$ cat config.mk
export PLATFORM = sky130hd
export DESIGN_NAME = div_result_uart_tx_flat
export DESIGN_NICKNAME = d
export VERILOG_FILES = /design/src/rtl/div_result_uart_tx_if.sv /design/src/rtl/div_result_uart_tx.sv /design/src/flat_wrapper.sv
export SDC_FILE = /design/constraint.sdc
export NUM_CORES = 1
export LEC_CHECK = 0
export ABC_AREA = 1
export CORE_ASPECT_RATIO = 1.25
export CORE_MARGIN = 4
export CORE_UTILIZATION = 50
export CTS_CLUSTER_DIAMETER = 40
export DETAILED_ROUTE_END_ITERATION = 16
export MAX_ROUTING_LAYER = met4
export PLACE_DENSITY = 0.73
export SKIP_CTS_REPAIR_TIMING = 1
export SYNTH_ARGS = -nofsm -noshare
export SYNTH_HDL_FRONTEND = slang
export SYNTH_SLANG_ARGS = --single-unit
$ cat constraint.sdc
create_clock -name sys_clk -period 4.2 [get_ports sys_clk]
set_clock_uncertainty 0.05 [all_clocks]
set_input_delay 0.42 -clock sys_clk [delete_from_list [all_inputs] [get_ports sys_clk]]
set_output_delay 0.42 -clock sys_clk [all_outputs]
set_load 0.01 [all_outputs]
$ cat src/rtl/div_result_uart_tx_if.sv
// Result-transmitter bus: divider result inputs and UART-side outputs.
// master = divider/host side, slave = div_result_uart_tx.
interface div_result_uart_tx_if;
  logic        done;
  logic [15:0] shang;
  logic [15:0] yushu;
  logic        tx;
  logic        busy;
  logic        overrun;

  modport master (
    output done,
    output shang,
    output yushu,
    input  tx,
    input  busy,
    input  overrun
  );

  modport slave (
    input  done,
    input  shang,
    input  yushu,
    output tx,
    output busy,
    output overrun
  );
endinterface

$ cat src/rtl/div_result_uart_tx.sv
// Sends the divider's quotient/remainder as 8N1 UART frames on each rising edge of done.
// Define DIV_TX_ASCII_HEX_EN for a 10-byte ASCII hex line instead of 4 raw bytes.
module div_result_uart_tx #(
  parameter int unsigned CLK_FREQ = 50000000,
  parameter int unsigned BAUD     = 115200
) (
  input  logic               sys_clk,
  input  logic               sys_rst,
  div_result_uart_tx_if.slave bus
);

  localparam int unsigned CLKS_PER_BIT = CLK_FREQ / BAUD;
  localparam int unsigned CNT_W        = $clog2(CLKS_PER_BIT);
  localparam logic [CNT_W-1:0] CNT_TERM = CNT_W'(CLKS_PER_BIT - 1);

`ifdef DIV_TX_ASCII_HEX_EN
  localparam logic [3:0] LAST_BYTE = 4'd9;
`else
  localparam logic [3:0] LAST_BYTE = 4'd3;
`endif

  typedef enum logic [1:0] {
    S_IDLE,
    S_START,
    S_DATA,
    S_STOP
  } state_e;

  state_e           state_q, state_d;
  logic [CNT_W-1:0] cnt_q, cnt_d;
  logic [2:0]       bit_q, bit_d;
  logic [3:0]       byte_q, byte_d;
  logic [31:0]      hold_q, hold_d;
  logic             done_q;
  logic             tx_q, tx_d;
  logic             busy_q, busy_d;
  logic             overrun_q, overrun_d;

  logic             cap_evt;
  logic             cnt_term;
  logic [7:0]       cur_byte;

`ifdef DIV_TX_ASCII_HEX_EN
  function automatic logic [7:0] hex_ascii(input logic [3:0] n);
    logic [7:0] r;
    if (n < 4'd10) r = 8'h30 + {4'h0, n};
    else           r = 8'h37 + {4'h0, n};
    return r;
  endfunction

  function automatic logic [7:0] byte_sel(input logic [31:0] h, input logic [3:0] idx);
    logic [7:0] r;
    case (idx)
      4'd0:    r = hex_ascii(h[31:28]);
      4'd1:    r = hex_ascii(h[27:24]);
      4'd2:    r = hex_ascii(h[23:20]);
      4'd3:    r = hex_ascii(h[19:16]);
      4'd4:    r = hex_ascii(h[15:12]);
      4'd5:    r = hex_ascii(h[11:8]);
      4'd6:    r = hex_ascii(h[7:4]);
      4'd7:    r = hex_ascii(h[3:0]);
      4'd8:    r = 8'h0D;
      4'd9:    r = 8'h0A;
      default: r = 8'hFF;
    endcase
    return r;
  endfunction
`else
  function automatic logic [7:0] byte_sel(input logic [31:0] h, input logic [3:0] idx);
    logic [7:0] r;
    case (idx)
      4'd0:    r = h[31:24];
      4'd1:    r = h[23:16];
      4'd2:    r = h[15:8];
      4'd3:    r = h[7:0];
      default: r = 8'hFF;
    endcase
    return r;
  endfunction
`endif

  assign cap_evt  = bus.done & ~done_q;
  assign cnt_term = (cnt_q == CNT_TERM);

  always_ff @(posedge sys_clk) begin
    if (sys_rst) begin
      state_q   <= S_IDLE;
      cnt_q     <= '0;
      bit_q     <= '0;
      byte_q    <= '0;
      hold_q    <= '0;
      done_q    <= 1'b0;
      tx_q      <= 1'b1;
      busy_q    <= 1'b0;
      overrun_q <= 1'b0;
    end else begin
      state_q   <= state_d;
      cnt_q     <= cnt_d;
      bit_q     <= bit_d;
      byte_q    <= byte_d;
      hold_q    <= hold_d;
      done_q    <= bus.done;
      tx_q      <= tx_d;
      busy_q    <= busy_d;
      overrun_q <= overrun_d;
    end
  end

  always_comb begin
    state_d   = state_q;
    cnt_d     = cnt_q;
    bit_d     = bit_q;
    byte_d    = byte_q;
    hold_d    = hold_q;
    // Any non-IDLE state counts as busy, including the cycle the last stop bit ends.
    overrun_d = cap_evt && (state_q != S_IDLE);

    case (state_q)
      S_IDLE: begin
        cnt_d = '0;
        if (cap_evt) begin
          hold_d  = {bus.shang, bus.yushu};
          byte_d  = '0;
          bit_d   = '0;
          state_d = S_START;
        end
      end
      S_START: begin
        if (cnt_term) begin
          cnt_d   = '0;
          bit_d   = '0;
          state_d = S_DATA;
        end else begin
          cnt_d = cnt_q + 1'b1;
        end
      end
      S_DATA: begin
        if (cnt_term) begin
          cnt_d = '0;
          if (bit_q == 3'd7) state_d = S_STOP;
          else               bit_d   = bit_q + 1'b1;
        end else begin
          cnt_d = cnt_q + 1'b1;
        end
      end
      S_STOP: begin
        if (cnt_term) begin
          cnt_d = '0;
          if (byte_q == LAST_BYTE) begin
            state_d = S_IDLE;
          end else begin
            byte_d  = byte_q + 1'b1;
            state_d = S_START;
          end
        end else begin
          cnt_d = cnt_q + 1'b1;
        end
      end
      default: begin
        state_d = S_IDLE;
        cnt_d   = '0;
      end
    endcase
  end

  // Line level is registered from next-state values so the pin never glitches.
  always_comb begin
    cur_byte = byte_sel(hold_d, byte_d);
    busy_d   = (state_d != S_IDLE);
    case (state_d)
      S_START: tx_d = 1'b0;
      S_DATA:  tx_d = cur_byte[bit_d];
      default: tx_d = 1'b1;
    endcase
  end

  assign bus.tx      = tx_q;
  assign bus.busy    = busy_q;
  assign bus.overrun = overrun_q;

endmodule

$ cat src/flat_wrapper.sv
// flat-port wrapper written by rule: the top's interface ports become plain ports
module div_result_uart_tx_flat 
#(
  parameter int unsigned CLK_FREQ = 50000000,
  parameter int unsigned BAUD     = 115200
)
  (sys_clk, sys_rst, bus_done, bus_shang, bus_yushu, bus_tx, bus_busy, bus_overrun);
  div_result_uart_tx_if bus_i ();
  input  logic sys_clk;
  input  logic sys_rst;
  input wire logic [$bits(bus_i.done)-1:0] bus_done;
  input wire logic [$bits(bus_i.shang)-1:0] bus_shang;
  input wire logic [$bits(bus_i.yushu)-1:0] bus_yushu;
  output wire logic [$bits(bus_i.tx)-1:0] bus_tx;
  output wire logic [$bits(bus_i.busy)-1:0] bus_busy;
  output wire logic [$bits(bus_i.overrun)-1:0] bus_overrun;
  assign bus_i.done = bus_done;
  assign bus_i.shang = bus_shang;
  assign bus_i.yushu = bus_yushu;
  assign bus_tx = bus_i.tx;
  assign bus_busy = bus_i.busy;
  assign bus_overrun = bus_i.overrun;
  div_result_uart_tx #(.CLK_FREQ(CLK_FREQ), .BAUD(BAUD)) u_core (.sys_clk(sys_clk), .sys_rst(sys_rst), .bus(bus_i));
endmodule
==> results.ini, run 1 <==
[status]
status=finished clean

[worst_hold_path]
hp-class=register to register

[clocking]
cts_tree=done
clkTransAtPathRegs_ns=0.09
clk_latency_ns=0.31
cts_buffer_depth=2
clock_sinks=54
htree_levels=2
cts_root_buf=clkbuf_8
numCtsBuffers=5

[sta]
layout_setup_ws_ns=1.50
slew_headroom_pct=37.9
grt_setup_unrepaired=no
finalMaxSlewViolations=0
timing.final.crit_period_ns=2.70
hold_violations=0
fmax_mhz=371
tightestPinTransition_ns=0.929
finalCritPeriodShare_pct=64.3
setup_tns_ns=0
setup_viol=0

[run]
drv_cap=0

[routing]
post-route-drc-count=0
ant_nets=0
routedWlPerCell_um=11.9
vias_per_cell=5.05
vias=2565
drtIter0Drc=115
drt-pass1-iter-count=4
wl_um=6040

[worst_setup_path]
cp-start-kind=input port
crit_slowest_cell=nand2_2
crit_type=input port to register
crit_chain=clkdlybuf4s50_1 -> inv_1 -> nor2_1 -> nand2_2 -> o21ai_0 -> inv_1 -> nand4_1 -> nand2_1 -> nor2_1 -> nand2_1 -> nand3_1 -> nand3_1 -> nand2_1 -> a21oi_2
slowest_delay_ns=0.56
crit_fanout=47
critPathCaptureType=register
path_common_cell=nand2_1
crit_required_ns=4.35
crit_arrival_ns=2.85

[synth]
synth-seq-cells=54
synth_cell_types=40
netlist_area_um2=2930
syn_nets=456
syn_avg_cell_area_um2=7.10
synth_warnings=0
seq_area_frac_synth_pct=36.9
synthCells=413

[placed_design]
place_congestion=0.887
hpwl_um=4630
preCtsSetupSlack_ns=1.17
port_buffers=37
post_dp_cell_area_um2=3320

[layout]
finish.net_count=487
layout-drive-gt1-share_pct=9.68
final_util_pct=61.7
num_antenna_cells=0
syn2layout_area_growth_pct=16.9
fillers=534
fin_area_um2=3430

[global_route]
grt_use_met2_pct=31.5
grt_pass1_vias=2409
global_route.usage.met1_pct=19.9
use_met3_pct=2.99
top_usage_layer=met2
grt_use_total_pct=17.9
overflow=0
antenna_found_initial=0
grt_max_degree=48
grt_pass1_wl_um=10200

[floorplanning]
rows=30
start_util_pct=52.8
die_h_um=93.6
coreArea_um2=5560
io_pins=38
chipWidth_um=76.5
dieArea_um2=7160

[power_and_ir_drop]
power_density_nw_per_um2=319
total_power_mw=1.09
leakage_nw=1.61
vdd_drop_max_mv=0.199

critical path: cells and delay by family:
kind            cells  cell delay, ns
buf+inv             3            0.58
compound gates      2            0.51
simple gates        9            1.32
cell type report:
cell class	count	area (µm²)	area share (%)
multi-input cells	285	1550	45.3
flip-flops and latches	54	1080	31.5
repair buffers	38	378	11.0
inverters	60	225	6.57
clock buffers	6	82.6	2.41
well taps	64	80.1	2.34
clock inverters	1	30.0	0.876
Yosys cell counts (all sizes together):
cell	n	area share [%]
a32o	1	0.34
nand4	12	2.6
nor2	89	13
and3	1	0.21
clkbuf	8	1.0
a31o	1	0.30
a22oi	1	0.26
nand3	24	5.0
dfxtp	54	37
nor4	1	0.21
nor3b	3	0.77
a31oi	1	0.21
o22ai	2	0.43
inv	60	7.7
o211ai	1	0.26
mux2i	17	5.8
nand2	81	11
a21oi	7	1.3
ha	8	3.4
nand3b	6	1.5
buf	6	1.6
o21ai	22	3.9
nor3	4	0.85
or2	2	0.43
xnor2	1	0.30
registers in the layout, summed over array words and instances, names as in the netlist:
| register | count |
|---|---|
| u_core.hold_q | 32 |
| u_core.cnt_q | 9 |
| u_core.byte_q | 4 |
| u_core.bit_q | 3 |
| u_core.state_q | 2 |
| u_core.bus.busy | 1 |
| u_core.bus.overrun | 1 |
| u_core.bus.tx | 1 |
| u_core.done_q | 1 |
worst paths after layout:
check | from | to | slack (ns) | cells after the start
worst min-delay path | u_core.done_q | u_core.bus.overrun | 0.38 | 1
worst max register to register | u_core.state_q[0] | u_core.bus.tx | 1.54 | 13
worst min register to register | u_core.done_q | u_core.bus.overrun | 0.38 | 1
worst max-delay path | bus_done | u_core.bus.tx | 1.50 | 14
through the flow:
stage                     hold slack [ns]  instances
after floorplan                     0.350        413
after global routing                0.404        508
after detailed placement            0.364        501
final                               0.382        508
after global placement              0.366        501
after CTS                           0.386        508
where the power goes:
part | internal [mW] | leakage [nW] | total [mW] | switching (mW)
Sequential | 0.542 | 0.442 | 0.551 | 0.00919
Combinational | 0.0856 | 1.11 | 0.185 | 0.0991
Clock | 0.191 | 0.0573 | 0.356 | 0.165
Total | 0.819 | 1.61 | 1.09 | 0.274
layer usage:
metal / vias up / wire length, µm
met4: 0 / 85
met5: - / 0
met2: 45 / 3050
li1: 1368 / -
met3: 7 / 187
met1: 1145 / 2720
cells in the final DEF, fill, tap and decap left out, types with 2 or more instances in the layout:
cell,synthesis,final
nand3b_1,6,6
o22ai_1,2,2
nor2_4,3,3
o21ai_1,2,2
a21oi_1,6,6
inv_1,54,54
nor3b_1,3,3
clkdlybuf4s50_1,0,37
nor3_1,3,3
nand2_2,7,8
nor2_2,6,6
nand4_1,12,12
ha_1,8,8
inv_2,6,6
nand3_2,3,3
mux2i_1,17,17
nand2_1,72,71
nand3_1,20,20
nor2_1,79,79
dfxtp_1,54,54
o21ai_0,19,19
clkbuf_8,0,6
nand2_4,2,2
cells by family after synthesis:
| group | Yosys count | synth area share [%] |
|---|---|---|
| AOI/OAI and AO/OA | 36 | 7.00 |
| xor gates and xnor gates | 1 | 0.299 |
| adders and majority gates | 8 | 3.41 |
| buffers and inverters | 74 | 10.3 |
| DFF | 54 | 36.9 |
| muxes | 17 | 5.80 |
| and+or+nand+nor | 223 | 36.3 |
(Power assumes the default switching activity.)
==> run 2: changes to the inputs <==
--- a/config.mk
+++ b/config.mk
@@ -12,7 +12,7 @@
 export CTS_CLUSTER_DIAMETER = 40
 export DETAILED_ROUTE_END_ITERATION = 16
 export MAX_ROUTING_LAYER = met4
-export PLACE_DENSITY = 0.73
+export PLACE_DENSITY = 0.76
 export SKIP_CTS_REPAIR_TIMING = 1
 export SYNTH_ARGS = -nofsm -noshare
 export SYNTH_HDL_FRONTEND = slang
==> constraint.sdc (replaced) <==
create_clock -name sys_clk -period 2.3 [get_ports sys_clk]
set_clock_uncertainty 0.05 [all_clocks]
set_input_delay 0.23 -clock sys_clk [delete_from_list [all_inputs] [get_ports sys_clk]]
set_output_delay 0.23 -clock sys_clk [all_outputs]
set_load 0.01 [all_outputs]
==> results.ini, run 2 (synthesized netlist as in run 1, its figures left out) <==
[layout]
mostFrequentLayoutCell=nor2_1
fillers=475
largest_register=u_core.hold_q
syn2layout_area_growth_pct=31.4
finish.net_count=526
fin_area_um2=3850
final_util_pct=69.4
mostFrequentLayoutCells=nor2_1 (77), nand2_1 (68), inv_1 (49)
layout-drive-gt1-share_pct=22.1
largest_reg_flops=32
num_antenna_cells=0
biggestRegsByFlops=u_core.hold_q x32, u_core.cnt_q x9, u_core.byte_q x4

[clocking]
htree_levels=2
cts_buffer_depth=2
clkTransAtPathRegs_ns=0.10
cts_root_buf=clkbuf_8
numCtsBuffers=5
cts_tree=done
clk_latency_ns=0.31
clock_sinks=54

[placed_design]
port_buffers=37
post_dp_cell_area_um2=3580
hpwl_um=5260
place_congestion=0.954

[floorplanning]
io_pins=38
rows=30
die_h_um=93.6
chipWidth_um=76.5
start_util_pct=52.8
coreArea_um2=5560
dieArea_um2=7160

[worst_setup_path]
slowest_delay_ns=0.34
crit_fanout=8
crit_arrival_ns=2.42
cp_top_family=simple AND/OR/NAND/NOR gates
crit_chain=inv_2 -> ha_4 -> nand2_1 -> nor2_2 -> nand2_2 -> nand2_4 -> nand3_2 -> nand2_2 -> inv_2 -> nor2_8 -> clkbuf_16 -> nand2_1 -> o21ai_1 -> inv_1 -> nand2_1 -> nand3_1 -> nand3_1 -> nand2_1 -> a21oi_2
critPathCaptureType=register
cp_num_buf_inv=4
path_common_cell=nand2_1
crit_type=register to register
cp-start-kind=register
r2r_slack_ns=0.08
crit_required_ns=2.50
crit_slowest_cell=dfxtp_2

[sta]
timing.final.crit_period_ns=2.22
finalMaxSlewViolations=0
holdWs_ns=0.392
fmax_mhz=450
setup_viol=0
grt_setup_unrepaired=yes
hold_violations=0
finalCritPeriodShare_pct=96.5
slew_headroom_pct=73.1
tightestPinTransition_ns=0.400
setup_tns_ns=0

[routing]
routedWlPerCell_um=12.7
vias=2749
post-route-drc-count=0
wl_um=6970
vias_per_cell=5.02
drt-pass1-iter-count=4
drtIter0Drc=108
ant_nets=0

[global_route]
grt_pass1_vias=2629
grt_use_total_pct=19.4
antenna_found_initial=0
overflow=0
grt_pass1_wl_um=10900
grt_max_degree=42

[worst_hold_path]
hp-class=register to register

[power_and_ir_drop]
vdd_drop_max_mv=0.363
power_density_nw_per_um2=511
leakage_nw=1.82
total_power_mw=1.97

[run]
drv_cap=0

[status]
status=finished clean

[run 2: metrics by stage]
stage          worst slack, ns  cells
3_5_place_dp           -0.0983    533
4_1_cts                 0.0269    541
6_report                0.0801    548
3_3_place_gp           -0.0837    533
2_1_floorplan            0.182    413
5_1_grt                -0.0820    548
[run 2: area by class of cell]
| class | instances | area [µm²] | share of cell area [%] |
|---|---|---|---|
| flip-flops and latches | 54 | 1090 | 28.2 |
| repair buffers | 77 | 734 | 19.1 |
| multi-input cells | 285 | 1630 | 42.3 |
| well taps | 64 | 80.1 | 2.08 |
| clock buffers | 6 | 82.6 | 2.14 |
| clock inverters | 2 | 12.5 | 0.325 |
| inverters | 60 | 225 | 5.84 |
[run 2: layer usage]
metal	vias to the layer above	part of all wire [%]	global-route usage [%]
li1	1446	-	-
met1	1252	42	20.7
met2	40	54	36.2
met3	11	2.6	3.28
met4	0	1.3	6.65
met5	-	0	-
[run 2: final timing paths]
check	start	endpoint	cells after the start
max	u_core.cnt_q[1]	u_core.bus.tx	19
min	u_core.done_q	u_core.bus.overrun	1
max reg2reg	u_core.cnt_q[1]	u_core.bus.tx	19
min reg2reg	u_core.done_q	u_core.bus.overrun	1
[run 2: report_power, final]
part / internal (mW) / leakage, nW / switching [mW]
sequential: 0.991 / 0.445 / 0.0166
combinational: 0.199 / 1.33 / 0.208
clock: 0.243 / 0.0472 / 0.312
